`src/rtl/coletor_senha.sv`:
```
// coletor_senha: gathers keypad digits into a password buffer and hands it to the verifier.
// Optional failed-attempt lockout is enabled by defining ATTEMPT_LOCK_EN.
module coletor_senha #(
    parameter int TIMEOUT_CYCLES = 1_000_000,
    parameter int MAX_TENTATIVAS = 3,
    parameter int LOCK_CYCLES    = 5_000_000
) (
    input  logic        clk,
    input  logic        rst,
    input  logic        key_valid,
    input  logic [3:0]  key_code,
    input  logic        done_in,
    input  logic        senha_ok_in,
    output logic [79:0] senha_out,
    output logic        valid_out,
    output logic        busy,
    output logic [4:0]  n_digits,
    output logic        result_valid,
    output logic        result_ok,
    output logic        bloqueado
);

    localparam int MAX_WAIT = (LOCK_CYCLES > TIMEOUT_CYCLES) ? LOCK_CYCLES : TIMEOUT_CYCLES;
    localparam int TW = $clog2(MAX_WAIT) + 1;
    localparam logic [TW-1:0] TO_LAST   = TW'(TIMEOUT_CYCLES - 1);
    localparam logic [TW-1:0] TIMER_SAT = '1;
`ifdef ATTEMPT_LOCK_EN
    localparam int FW = $clog2(MAX_TENTATIVAS + 1);
    localparam logic [TW-1:0] LOCK_LAST = TW'(LOCK_CYCLES - 1);
`endif

    typedef enum logic [2:0] {
        IDLE,
        COLETANDO,
        ENVIANDO,
        AGUARDANDO,
        RESULTADO
`ifdef ATTEMPT_LOCK_EN
        , BLOQUEADO
`endif
    } state_t;

    state_t          state, state_n;
    logic [79:0]     buf_n;
    logic [4:0]      n_n;
    logic [TW-1:0]   timer, timer_n, t_inc;
    logic            valid_n, rv_n, rok_n, busy_n;
    logic [6:0]      wr_base, bs_base;
    logic            is_digit, is_bksp, is_enter;
`ifdef ATTEMPT_LOCK_EN
    logic [FW-1:0]   fail_cnt, fail_n;
    logic            bloq_n;
`endif

    assign is_digit = key_valid && (key_code <= 4'd9);
    assign is_bksp  = key_valid && (key_code == 4'hA);
    assign is_enter = key_valid && (key_code == 4'hB);
    assign wr_base  = {n_digits, 2'b00};
    assign bs_base  = {n_digits - 5'd1, 2'b00};
    assign t_inc    = (timer == TIMER_SAT) ? timer : timer + 1'b1;
    assign busy_n   = (state_n != IDLE) && (state_n != COLETANDO);
`ifdef ATTEMPT_LOCK_EN
    assign bloq_n   = (state_n == BLOQUEADO);
`else
    assign bloqueado = 1'b0;
`endif

    // State, buffer, timer and all outputs are registered here.
    always_ff @(posedge clk or posedge rst) begin
        if (rst) begin
            state        <= IDLE;
            senha_out    <= '1;
            n_digits     <= '0;
            timer        <= '0;
            valid_out    <= 1'b0;
            busy         <= 1'b0;
            result_valid <= 1'b0;
            result_ok    <= 1'b0;
`ifdef ATTEMPT_LOCK_EN
            fail_cnt     <= '0;
            bloqueado    <= 1'b0;
`endif
        end else begin
            state        <= state_n;
            senha_out    <= buf_n;
            n_digits     <= n_n;
            timer        <= timer_n;
            valid_out    <= valid_n;
            busy         <= busy_n;
            result_valid <= rv_n;
            result_ok    <= rok_n;
`ifdef ATTEMPT_LOCK_EN
            fail_cnt     <= fail_n;
            bloqueado    <= bloq_n;
`endif
        end
    end

    // Next-state logic; pulses are raised on entry so they line up with their state.
    always_comb begin
        state_n = state;
        buf_n   = senha_out;
        n_n     = n_digits;
        timer_n = timer;
        valid_n = 1'b0;
        rv_n    = 1'b0;
        rok_n   = result_ok;
`ifdef ATTEMPT_LOCK_EN
        fail_n  = fail_cnt;
`endif
        unique case (state)
            IDLE: begin
                if (is_digit) begin
                    buf_n   = {{19{4'hF}}, key_code};
                    n_n     = 5'd1;
                    timer_n = '0;
                    state_n = COLETANDO;
                end
            end
            COLETANDO: begin
                if (is_digit) begin
                    timer_n = '0;
                    if (n_digits == 5'd20) begin
                        buf_n = {key_code, senha_out[79:4]};
                    end else begin
                        buf_n[wr_base +: 4] = key_code;
                        n_n = n_digits + 5'd1;
                    end
                end else if (is_bksp) begin
                    timer_n = '0;
                    buf_n[bs_base +: 4] = 4'hF;
                    n_n = n_digits - 5'd1;
                    if (n_digits == 5'd1) state_n = IDLE;
                end else if (is_enter) begin
                    timer_n = '0;
                    valid_n = 1'b1;
                    state_n = ENVIANDO;
                end else if (timer == TO_LAST) begin
                    buf_n   = '1;
                    n_n     = '0;
                    timer_n = '0;
                    state_n = IDLE;
                end else begin
                    timer_n = t_inc;
                end
            end
            ENVIANDO: begin
                timer_n = '0;
                state_n = AGUARDANDO;
            end
            AGUARDANDO: begin
                if (done_in || (timer == TO_LAST)) begin
                    rok_n   = done_in & senha_ok_in;
                    rv_n    = 1'b1;
                    buf_n   = '1;
                    n_n     = '0;
                    timer_n = '0;
                    state_n = RESULTADO;
`ifdef ATTEMPT_LOCK_EN
                    if (done_in && senha_ok_in) fail_n = '0;
                    else fail_n = fail_cnt + FW'(1);
`endif
                end else begin
                    timer_n = t_inc;
                end
            end
            RESULTADO: begin
`ifdef ATTEMPT_LOCK_EN
                timer_n = '0;
                if (fail_cnt >= FW'(MAX_TENTATIVAS)) state_n = BLOQUEADO;
                else state_n = IDLE;
`else
                state_n = IDLE;
`endif
            end
`ifdef ATTEMPT_LOCK_EN
            BLOQUEADO: begin
                if (timer == LOCK_LAST) begin
                    fail_n  = '0;
                    timer_n = '0;
                    state_n = IDLE;
                end else begin
                    timer_n = t_inc;
                end
            end
`endif
            default: state_n = IDLE;
        endcase
    end

endmodule

```
`config.mk`:
```
export PLATFORM = sky130hd
export DESIGN_NAME = coletor_senha
export DESIGN_NICKNAME = d
export VERILOG_FILES = /design/src/rtl/coletor_senha.sv
export SDC_FILE = /design/constraint.sdc
export NUM_CORES = 1
export LEC_CHECK = 0
export ABC_AREA = 1
export CAP_MARGIN = 20
export CORE_ASPECT_RATIO = 1.75
export CORE_MARGIN = 5
export CORE_UTILIZATION = 53
export CTS_CLUSTER_SIZE = 10
export DETAILED_ROUTE_END_ITERATION = 10
export PLACE_DENSITY = 0.75
export SLEW_MARGIN = 20
export SYNTH_ARGS = -nofsm -noshare
export SYNTH_HDL_FRONTEND = slang
export SYNTH_SLANG_ARGS = --single-unit
```
`constraint.sdc`:
```
create_clock -name clk -period 9.7 [get_ports clk]
set_clock_uncertainty 0.05 [all_clocks]
set_input_delay 1.94 -clock clk [delete_from_list [all_inputs] [get_ports clk]]
set_output_delay 1.94 -clock clk [all_outputs]
set_load 0.005 [all_outputs]
```
==> metrics.md <==
| Metric | Value |
|---|---|
| Final-stage net count | about 1700 |
| Area grow syn2layout | 17.2% |
| Top cells by area, synth | dfstp_2 22%, nand2_1 20%, nand3_1 10% |
| Buffers on Ports | 97 |
| # diodes | 0 |
| Max clock buf depth | 2 |
| First-pass GRT wire length | 51.8 mm |
| Routed len/inst | approximately 17 um |
| Drt pass-1 iters | 6 |
| #FFs+latches synth | ~120 |
| Hpwl dp | between 20 and 25 mm |
| Ys flop type | dfstp_2 |
| Die width | around 110 um |
| Setup_tns | 0 ns |
| Post-Syn Instances | 1579 |
| Clk_lat worst skew | between 0.4 and 0.5 ns |
| Commonest non-fill, non-tap cell in the layout | nand2_1 |
| Final WL | ~33 mm |
| Final Max Slew Viols | 0 |
| Top-area cell type share of the netlist area | approximately 22% |
| Netlist cell types | 43 |
| Yosys warns | 0 |
| CP Data Arrival Time | between 5 and 6 ns |
| # rows | 65 |
| DRC viols | 0 |
| Post-CTS Setup Repair Bufs | 0 |
| Starting Density | roughly 54% |
| Final GP Congestion | about 0.96 |
| # IOs | a little under 100 |
| Final hold violation count | 0 |
| Core area | around 18000 um^2 |
| Layout cells sized above 1 | roughly a tenth |
| Unrepaired setup endpoints after global routing | no |
| Crit Path Class | input port to register |
| Clock root buffer | clkbuf_16 |
| Clock tree from TritonCTS | done |
| Final core utilization | between 60% and 70% |
| Final antenna-violating net count | 0 |
| Pin count of the biggest net entering global routing | between 80 and 90 |
| Total number of vias | 10600 |
| Sequential area share after synthesis | 31.2% |
| Max Fanout on Critical Path | 85 |
| Crit path capture type | register |
| Num CTS Buffers | 17 |
| Die ar. | roughly 21000 um^2 |
| Vias in the first global route | ~10000 |
| Via-per-instance ratio | between 5 and 6 |
| Worst hold path type | register to register |
| Final-report setup violation count | 0 |
| Slew @ Worst Pin | 1.12 ns |
| CTS resizes | 0 |
| FFs w/ async S/R, synth | between 90% and 100% |
| Most area-hungry cell type in the Yosys netlist | dfstp_2 |
| Average size of a mapped cell | about 6.1 um^2 |
| Final Cycle Share | between 50 and 60% |
| Clock sink total | approximately 120 |
| Crit path time final | ~5 ns |
| Most frequent cells in the layout | 508 x nand2_1, 243 x inv_1, 197 x nand3_1 |
| Worst EP required | ~10 ns |
| Syn Nets | 1596 |
| Post-Synthesis Cell Area | just under 10000 um^2 |
| Gr usage total | between 30% and 40% |
| EDFF count, synth | 0 |
| H-tree depth | 4 |
| Worst IR drop on VDD | roughly 0.2 mV |
| GRT overflow | 0 |
| Clock-pin slew on the worst setup and hold paths | approximately 0.050 ns |
| Max Clock Freq | just over 0.2 GHz |
| Outcome | finished, final reports clean |
| Max-cap violation count | 0 |
| DR iter-0 viols | ~1000 |
| Antenna violations before repair | 0 |
| Startpoint types | input port |
| Slew headroom | 25.1% |
| Pleak | around 0.0062 uW |
| DIE HEIGHT | around 190 um |
| Hold_buf cts | 0 |
| Power Density | just over 200 nW/um^2 |
kinds of logic after synthesis:
| family | after synthesis | share of synthesized area, % |
|---|---|---|
| DFF | 116 | 31.2 |
| adders and majority gates | 8 | 1.04 |
| buffers and inverters | 320 | 13.3 |
| AOI/OAI and AO/OA | 190 | 11.7 |
| and+or+nand+nor | 937 | 42.0 |
| xor gates and xnor gates | 7 | 0.637 |
| other | 1 | 0.0390 |
synth_stat cells, drive strengths merged (3+ instances only):
cell / number
nand2: 518
inv: 252
nand3: 207
nor2: 167
o21ai: 82
dfstp: 80
a21boi: 49
buf: 44
a21oi: 36
dfrtp: 36
nand4: 32
clkbuf: 24
o211ai: 14
ha: 8
nor3: 6
o21bai: 6
xor2: 4
nand3b: 3
xnor2: 3
routing by layer:
| metal | part of all wire, % | vias up | GRT usage, % |
|---|---|---|---|
| li1 | - | 5053 | - |
| met2 | 50 | 464 | 53.4 |
| met4 | 7.9 | 0 | 23.0 |
| met5 | 0 | - | 0 |
| met3 | 6.4 | 165 | 5.94 |
| met1 | 36 | 4881 | 32.5 |
state kept, by name, summed over array words and instances, names as in the netlist:
name	flops
state	3
timer	24
busy	1
senha_out	80
result_valid	1
valid_out	1
result_ok	1
n_digits	5
metrics by stage:
stage                     total power (uW)  hold slack [ns]  setup slack (ns)  cells  cell area [um^2]
after floorplan                       1320            0.439              4.77   1579              9620
after global placement                1600            0.466              4.47   1849             10600
after detailed placement              1610            0.481              4.39   1849             10600
after CTS                             2330            0.499              4.84   1880             11300
after global routing                  2460            0.533              4.61   1880             11300
final                                 2340            0.499              4.81   1880             11300
final timing paths:
path,startpoint,end,slack [ns],cells past startpoint
setup / recovery,key_code[2],senha_out[45],4.81,12
hold / removal,state[2],busy,0.50,1
setup reg to reg,n_digits[0],senha_out[63],4.92,10
hold reg to reg,state[2],busy,0.50,1
max in group asynchronous,rst,timer[0],6.42,3
min in group asynchronous,rst,senha_out[48],2.35,2
critical path, cell delays in order:
cell	delay [ns]
clkdlybuf4s50_1	0.59
inv_2	0.21
nand4_2	0.14
nor2_2	0.12
buf_4	0.35
nor2_1	0.09
nand3_1	0.13
nand3_2	0.08
buf_4	0.40
nor2_4	0.17
buf_4	0.67
a21oi_1	0.17
power by group:
group / internal, uW / switching, uW
sequential: 540 / 51.9
clock: 478 / 235
combinational: 255 / 781
total: 1270 / 1070
area by class of cell:
cell class	instances	area, um^2
fill	1752	6700
multi-input combinational	1143	5350
sequential	116	3000
timing repair buffer	104	1020
inverter	252	950
clock buffer	23	520
tap	234	293
clock inverter	8	143
No activity file was read; power rests on OpenSTA's default activity.
